===== config.mk =====
export PLATFORM = sky130hd
export DESIGN_NAME = morse_key_decoder
export DESIGN_NICKNAME = d
export VERILOG_FILES = /design/src/rtl/morse_key_decoder.sv
export SDC_FILE = /design/constraint.sdc
export NUM_CORES = 1
export LEC_CHECK = 0
export BUFFER_PORTS_ARGS = -buffer_cell sky130_fd_sc_hd__buf_2
export CORE_MARGIN = 4
export CORE_UTILIZATION = 45
export CTS_BUF_LIST = sky130_fd_sc_hd__clkbuf_8 sky130_fd_sc_hd__clkbuf_16
export DETAILED_ROUTE_END_ITERATION = 16
export PLACE_DENSITY = 0.66
export SKIP_LAST_GASP = 1
export SLEW_MARGIN = 20
export SYNTH_ARGS = -nofsm -noshare
export SYNTH_HDL_FRONTEND = slang
export SYNTH_SLANG_ARGS = --single-unit

===== constraint.sdc =====
create_clock -name clk -period 7.7 [get_ports clk]
set_input_delay 0.77 -clock clk [delete_from_list [all_inputs] [get_ports clk]]
set_output_delay 0.77 -clock clk [all_outputs]
set_load 0.01 [all_outputs]

===== src/rtl/morse_key_decoder.sv =====
// Morse key front end: synchronises the key, times presses and idle gaps in units, and
// emits dot/dash/letter-gap symbols with a strobe. Define MORSE_DEBOUNCE_EN to debounce the key.
module morse_key_decoder #(
  parameter int UNIT_TICKS      = 1000000,
  parameter int DASH_UNITS      = 2,
  parameter int GAP_UNITS       = 3,
  parameter int MAX_SYMBOLS     = 4,
  parameter int STROBE_CYCLES   = 2,
  parameter int DEBOUNCE_CYCLES = 50000
) (
  input  logic       clk,
  input  logic       rst,
  input  logic       key_in,
  output logic [1:0] sym_data,
  output logic       sym_strobe,
  output logic       key_level,
  output logic       overflow,
  output logic       busy
);

  localparam int PW = (UNIT_TICKS > 1) ? $clog2(UNIT_TICKS) : 1;
  localparam int SW = (STROBE_CYCLES > 1) ? $clog2(STROBE_CYCLES + 1) : 1;
  localparam logic [PW-1:0] PRE_LAST    = PW'(UNIT_TICKS - 1);
  localparam logic [SW-1:0] STROBE_LAST = SW'(STROBE_CYCLES - 1);
  localparam logic [7:0]    DASH_DUR    = 8'(DASH_UNITS);
  localparam logic [7:0]    GAP_DUR     = 8'(GAP_UNITS);
  localparam logic [3:0]    MAX_SYM     = 4'(MAX_SYMBOLS);

  typedef enum logic [1:0] {IDLE, PRESS, SPACE} state_t;

  state_t          state_reg, state_next;
  logic [1:0]      sync_reg;
  logic            level_next;
  logic [PW-1:0]   pre_reg;
  logic [7:0]      dur_reg, dur_now;
  logic [2:0]      sym_cnt_reg;
  logic [SW-1:0]   strobe_cnt_reg;
  logic            emit_d_reg;
  logic            rise, fall, key_edge, tick, gap_tick;
  logic            emit, drop, cnt_inc, clear_letter;
  logic [1:0]      emit_sym;

  always_ff @(posedge clk or posedge rst) begin
    if (rst) sync_reg <= 2'b00;
    else     sync_reg <= {sync_reg[0], key_in};
  end

`ifdef MORSE_DEBOUNCE_EN
  localparam int DW = $clog2(DEBOUNCE_CYCLES + 1);
  localparam logic [DW-1:0] DB_LAST = DW'(DEBOUNCE_CYCLES - 1);
  logic [DW-1:0] db_cnt_reg;

  assign level_next = (sync_reg[1] != key_level && db_cnt_reg == DB_LAST) ? sync_reg[1] : key_level;

  // Any cycle where the synchronised key agrees with key_level restarts the count.
  always_ff @(posedge clk or posedge rst) begin
    if (rst)                                           db_cnt_reg <= '0;
    else if (sync_reg[1] == key_level || db_cnt_reg == DB_LAST) db_cnt_reg <= '0;
    else                                               db_cnt_reg <= db_cnt_reg + 1'b1;
  end
`else
  assign level_next = sync_reg[1];
`endif

  // key_level doubles as the edge detector's history, so timing is aligned to its transitions.
  assign rise     = level_next & ~key_level;
  assign fall     = ~level_next & key_level;
  assign key_edge = rise | fall;
  assign tick     = (pre_reg == PRE_LAST);
  assign dur_now  = (tick && dur_reg != 8'hFF) ? dur_reg + 8'd1 : dur_reg;
  assign gap_tick = tick && (dur_reg != GAP_DUR) && (dur_now == GAP_DUR);
  assign busy     = (state_reg != IDLE);

  always_ff @(posedge clk or posedge rst) begin
    if (rst) begin
      key_level <= 1'b0;
      pre_reg   <= '0;
      dur_reg   <= 8'd0;
    end else begin
      key_level <= level_next;
      pre_reg   <= (key_edge || tick) ? '0 : pre_reg + 1'b1;
      dur_reg   <= key_edge ? 8'd0 : dur_now;
    end
  end

  always_comb begin
    state_next   = state_reg;
    emit         = 1'b0;
    emit_sym     = 2'b00;
    drop         = 1'b0;
    cnt_inc      = 1'b0;
    clear_letter = 1'b0;
    case (state_reg)
      IDLE: if (rise) state_next = PRESS;
      PRESS: begin
        if (fall) begin
          if ({1'b0, sym_cnt_reg} < MAX_SYM) begin
            emit     = 1'b1;
            emit_sym = (dur_now < DASH_DUR) ? 2'b01 : 2'b10;
          end else begin
            drop = 1'b1;
          end
          cnt_inc    = 1'b1;
          state_next = SPACE;
        end
      end
      SPACE: begin
        if (rise) begin
          state_next = PRESS;
        end else if (gap_tick) begin
          emit         = 1'b1;
          emit_sym     = 2'b00;
          clear_letter = 1'b1;
          state_next   = IDLE;
        end
      end
      default: state_next = IDLE;
    endcase
  end

  always_ff @(posedge clk or posedge rst) begin
    if (rst) begin
      state_reg   <= IDLE;
      sym_data    <= 2'b00;
      overflow    <= 1'b0;
      sym_cnt_reg <= 3'd0;
    end else begin
      state_reg <= state_next;
      if (emit) sym_data <= emit_sym;
      if (clear_letter)                           sym_cnt_reg <= 3'd0;
      else if (cnt_inc && sym_cnt_reg != 3'd7)    sym_cnt_reg <= sym_cnt_reg + 3'd1;
      if (clear_letter) overflow <= 1'b0;
      else if (drop)    overflow <= 1'b1;
    end
  end

  // Strobe starts the cycle after sym_data changes so the data is settled at its rising edge.
  always_ff @(posedge clk or posedge rst) begin
    if (rst) begin
      emit_d_reg     <= 1'b0;
      sym_strobe     <= 1'b0;
      strobe_cnt_reg <= '0;
    end else begin
      emit_d_reg <= emit;
      if (emit_d_reg) begin
        sym_strobe     <= 1'b1;
        strobe_cnt_reg <= STROBE_LAST;
      end else if (strobe_cnt_reg != '0) begin
        strobe_cnt_reg <= strobe_cnt_reg - 1'b1;
      end else begin
        sym_strobe <= 1'b0;
      end
    end
  end

  assert property (@(posedge clk) disable iff (rst) !(emit && sym_strobe));
  assert property (@(posedge clk) (UNIT_TICKS >= STROBE_CYCLES + 2) && (DEBOUNCE_CYCLES >= 1));

endmodule

---- After elaboration in Yosys (flattened, before gate mapping) ----
Index checks and enable logic that the tools add are counted.
word-level totals
  word-level logic and storage cells ...... 76
  bits of input ports ..................... 3
  flip-flop bits (word level) ............. 43
  output and inout bits ................... 6
cells by class
  order comparisons ....................... 2
  multiplexer cells ....................... 31
  add/sub/neg operators ................... 4
  bitwise operators ....................... 5
  reductions and logical operators ........ 12
  eq/ne operators ......................... 11
operator list
  cell                                                   number
  adder 20 x 1 -> 20 bit, second input constant          1
  == test 20 bit, second input constant                  1
  2-to-1 mux 2 bit                                       10
  2-to-1 mux 20 bit                                      1
  2-to-1 mux 8 bit                                       2
  2-to-1 mux 1 bit                                       14
  nonzero test 2 bit                                     5
  adder 8 x 1 -> 8 bit, second input constant            1
  == test 8 x 2 -> 1 bit, second input constant          1
  < comparator 8 x 2 -> 1 bit, second input constant     1
  inequality test 8 x 2 -> 1 bit, second input constant  1
  inequality test 8 bit, second input constant           1
  2-to-1 mux 3 bit                                       2
  inequality test 2 bit, second input constant           3
  inequality test 3 bit, second input constant           2
  case mux 2 bit (3 select lines)                        1
  logical AND 1 bit                                      4
  adder 3 x 1 -> 3 bit, second input constant            1
  < comparator 3 bit, second input constant              1
  AND reduction 3 bit                                    1
  AND 1 bit                                              2
  == test 2 x 1 -> 1 bit, second input constant          1
  == test 2 bit, second input constant                   1
  logical NOT 2 bit                                      1
  5 further kinds                                        6

---- Logic depth before layout (Yosys ltp) ----
  depth in word-level cells ............... 9
  mapped depth ............................ 9
  gate-level depth less buffers ........... 8

---- Worst setup path after synthesis ----
Ideal clock, no wire load.
  path type ............................... reg-to-reg
  start ................................... register pre_reg[0]
  end ..................................... register sym_data[0]
  clock period less this slack ............ 2,670 ps
  arrival ................................. 2,548 ps
  slack ................................... 5,030 ps
  data required time ...................... 7,578 ps
  library setup time ...................... 122 ps
  stages on the path, launching flop included .. 10
  path buffers ............................ 1
  path through ............................ dfrtp_1 -> ha_1 -> and3_1 -> and3_1 -> buf_2 -> and4_1 -> or4_4 -> a2111oi_4 -> a31oi_1 -> a32o_1
on the way
  longest elaborated chain between the ends .. 8
  elaborated cells between the ends (all ways) .. 14
  those cells by class .................... order compare (1); eq/ne (2); mux (8); reduce/logical (3)
ends and longest elaborated chain
  element                                                                RTL line  text
  start: declaration                                                     34        logic [PW-1:0] pre_reg;
  start signal: assignment                                               81        pre_reg <= (key_edge || tick) ? '0 : pre_reg + 1'b1;
  == test 20 bit (*)                                                     69        assign tick = (pre_reg == PRE_LAST);
  logical AND 1 bit                                                      70        assign dur_now = (tick && dur_reg != 8'hFF) ? dur_reg + 8'd1 : dur_reg;
  2-to-1 mux 8 bit                                                       70
  < comparator 8 x 2 -> 1 bit or == test 8 x 2 -> 1 bit (tied branches)  99, 71
  2-to-1 mux 2 bit or logical AND 1 bit (tied branches)                  99, 71
  2-to-1 mux 2 bit or 2-to-1 mux 1 bit (tied branches)                   97, 110
  2-to-1 mux 2 bit or 2-to-1 mux 1 bit (tied branches)                   96, 108
  2-to-1 mux 2 bit or case mux 1 bit (2 select lines) (tied branches)    n/a
  end signal: assignment                                                 129       if (emit) sym_data <= emit_sym;
  end: declaration                                                       14        output logic [1:0] sym_data,
Mark *: on every way between the ends. The rest lies on a longest branch, timed or not.
A chain may end at the register's enable or synchronous reset.

---- Worst setup path in the final report ----
Same ends and word-level chain as after synthesis.

==> metrics <==
hold_buf cts=0; met1 wire length=2.04 mm; Crit path max-delay family=simple AND/OR/NAND/NOR gates; Initial Util=46.4%; hold_sp=sync_reg[0]; max FFs per register=20; Seq cells post-synth=43; setup slack, reg-to-reg=4.92 ns; setup tns final=0 ns; PnR Total Power=0.565 mW; TritonCTS clock tree=done; Post-synth EDFFs=0; post-route insts no fill=316; met3 WL post-DR=156 um; Slowest cell on crit path=or4_4; Fmax=360 MHz; initial drt markers=87; TritonCTS buffer count=5; worst hold path depth=0; status=finished, final reports clean; crit path launch type=flip-flop; Core Area=0.00507 mm^2; Post-Synth Simple-Gate Area=27.1%; Top Metal Used=met4; FF-to-FF path depth=8; root buffer cell=clkbuf_8; CP endpoint kind=flip-flop; Post-CTS Setup Bufs=0; chip width=80.4 um; Clock transition at path regs=0.08 ns; Syn Area/Cell=10.1 um^2; Synth Instances=234; top cells by count, synth=43 x dfrtp_1, 39 x nor2_1, 14 x nand2_1, 14 x xor2_1, 12 x inv_1; Slew @ Worst Pin=0.569 ns; Worst R2R End=sym_data[0]; Yosys Warn Count=0; Slew Limit Headroom=62.0%; nets@finish=260; Die ar.=0.00646 mm^2; worst path arrival time=2.96 ns; met2 wire len=1.76 mm; antenna violations before repair=0; Ant. Diodes=0; Cell Area, Synth=0.00236 mm^2; GRT overflow=0; Area Overhead vs Synth=9.19%; Antenna Nets Post-Route=0; Final Instance Area=0.00257 mm^2; Top Ports=9; top cell type's share of synthesized area=45.7%; ys flop type=dfrtp_1; Residual DRC=0; Post-Place Cell Area=0.00247 mm^2; worst-path fanout max=9; H-tree depth=2; Top cell by count, worst path=and3_1; Placer Congestion=0.804; post-cts gate resize count=0; syn nets=248; Yosys cell types=50; Max Slew Vio Count=0; GRT Resource Usage Total=14.0%; final hold viol count=0; via/cell ratio=5.28; first-pass GRT wire length=7.07 mm; DP Wirelength=2.91 mm; Final Cycle Share=36.1%; Final Setup Violations=0; vias post-DR=1,667; min Tclk post-route=2.78 ns; worst path bufs/invs=0; Area contributors post-synth=dfrtp_1 46%, nor2_1 6.2%, ha_1 5.8%, xor2_1 5.2%, xnor2_1 3.3%; VDD IR max=0.151 mV; crit-path cells=ha_1 > and3_1 > and3_1 > and4_1 > or4_4 > a2111oi_4 > a31oi_1 > a32o_1; main combinational cell family by area after synthesis=simple AND/OR/NAND/NOR gates; most numerous cell in the Yosys netlist=dfrtp_1; Clock Latency Late Sink=0.29 ns; pwr dens=220 mW/mm^2; Hold Path End=sync_reg[1]; post-synthesis compound-gate area fraction=8.55%; clk_skew=0.0107 ns; Die Ht=80.4 um; clock buffer depth=2; vias in the first global route=1,534; placed insts=309; WL/cell=12.7 um; I/O Buffers=8; crit path kind=reg2reg; critical path's largest stage delay=0.50 ns; FP Rows=26; leakage=1.21 nW; mux contribution to synthesized area=1.27%; async set-reset flop share out of synthesis=100%; unrepaired setup endpoints after global routing=false; Total Wirelength=4.01 mm; r2r startpoint=pre_reg[0]; largest net degree at the start of global routing=44; Synth Area in Adders=5.84%; hold crit path type=reg2reg; sequential-to-total area share from yosys stat=45.7%; layout cell share with drive strength beyond 1=9.76%; max-cap violations=0; worst endpoint required time=7.88 ns; Synth Area in XOR/XNOR=8.55%; clock sink total=43; cell accounting for the most synthesized area=dfrtp_1; DRT Pass-1 Iters=4
[layout make-up]
class,count,area [um^2]
clock buffers,5,68.8
multi-input cells,174,1210
inverters,13,48.8
flip-flops and latches,43,1080
fillers,481,2500
clock inverters,2,33.8
repair buffers,9,47.5
well taps,70,87.6
[cells in the final DEF (no fill, tap or decap), types with 2 or more instances in the layout]
| cell type | n |
|---|---|
| a21o_1 | 2 |
| a21oi_1 | 6 |
| a31oi_1 | 4 |
| and2_1 | 4 |
| and3_1 | 10 |
| and4_1 | 4 |
| and4b_1 | 2 |
| buf_2 | 8 |
| clkbuf_8 | 5 |
| clkinv_1 | 2 |
| dfrtp_1 | 43 |
| ha_1 | 11 |
| inv_1 | 12 |
| mux2i_1 | 3 |
| nand2_1 | 14 |
| nand2b_1 | 2 |
| nand3_1 | 7 |
| nand4_1 | 5 |
| nor2_1 | 39 |
| nor2b_1 | 3 |
| nor3_1 | 2 |
| nor4_1 | 3 |
| nor4_4 | 2 |
| o21ai_0 | 3 |
| or3_1 | 3 |
| xnor2_1 | 9 |
| xor2_1 | 14 |
[metal layers]
layer,global-route usage [%],vias up
met5,0,-
met4,4.05,0
met3,3.48,4
met2,20.9,32
met1,20.0,798
li1,-,833
[where the power goes]
part           switching, mW  total, mW  internal [mW]
clock network         0.0702      0.164         0.0937
logic                 0.0698      0.125         0.0557
registers             0.0201      0.276          0.256
total                  0.160      0.565          0.405
[logic make-up after synthesis]
logic type / count (synthesis)
compound gates: 27
mux: 3
buf+inv: 17
flops: 43
xor+xnor: 23
simple gates: 110
fa+ha+maj: 11
[worst max-delay path by stage]
stage | startpoint | end | slack [ns] | cells past startpoint
floorplan | pre_reg[0] | sym_data[0] | 5.03 | 9
global placement | pre_reg[0] | sym_data[0] | 4.97 | 8
detailed placement | pre_reg[0] | sym_data[0] | 4.92 | 8
CTS | pre_reg[0] | sym_data[0] | 4.92 | 8
global route | pre_reg[0] | sym_cnt_reg[0] | 4.73 | 8
finish | pre_reg[0] | sym_data[0] | 4.92 | 8
[stage by stage]
stage	hold slack (ns)	utilization, %	setup WS (ns)
detailed placement	0.338	48.7	4.92
global placement	0.338	48.7	4.97
CTS	0.360	50.7	4.92
global route	0.364	50.7	4.73
finish	0.356	50.7	4.92
floorplan	0.331	-	5.03
No activity file was read; power rests on OpenSTA's default activity.
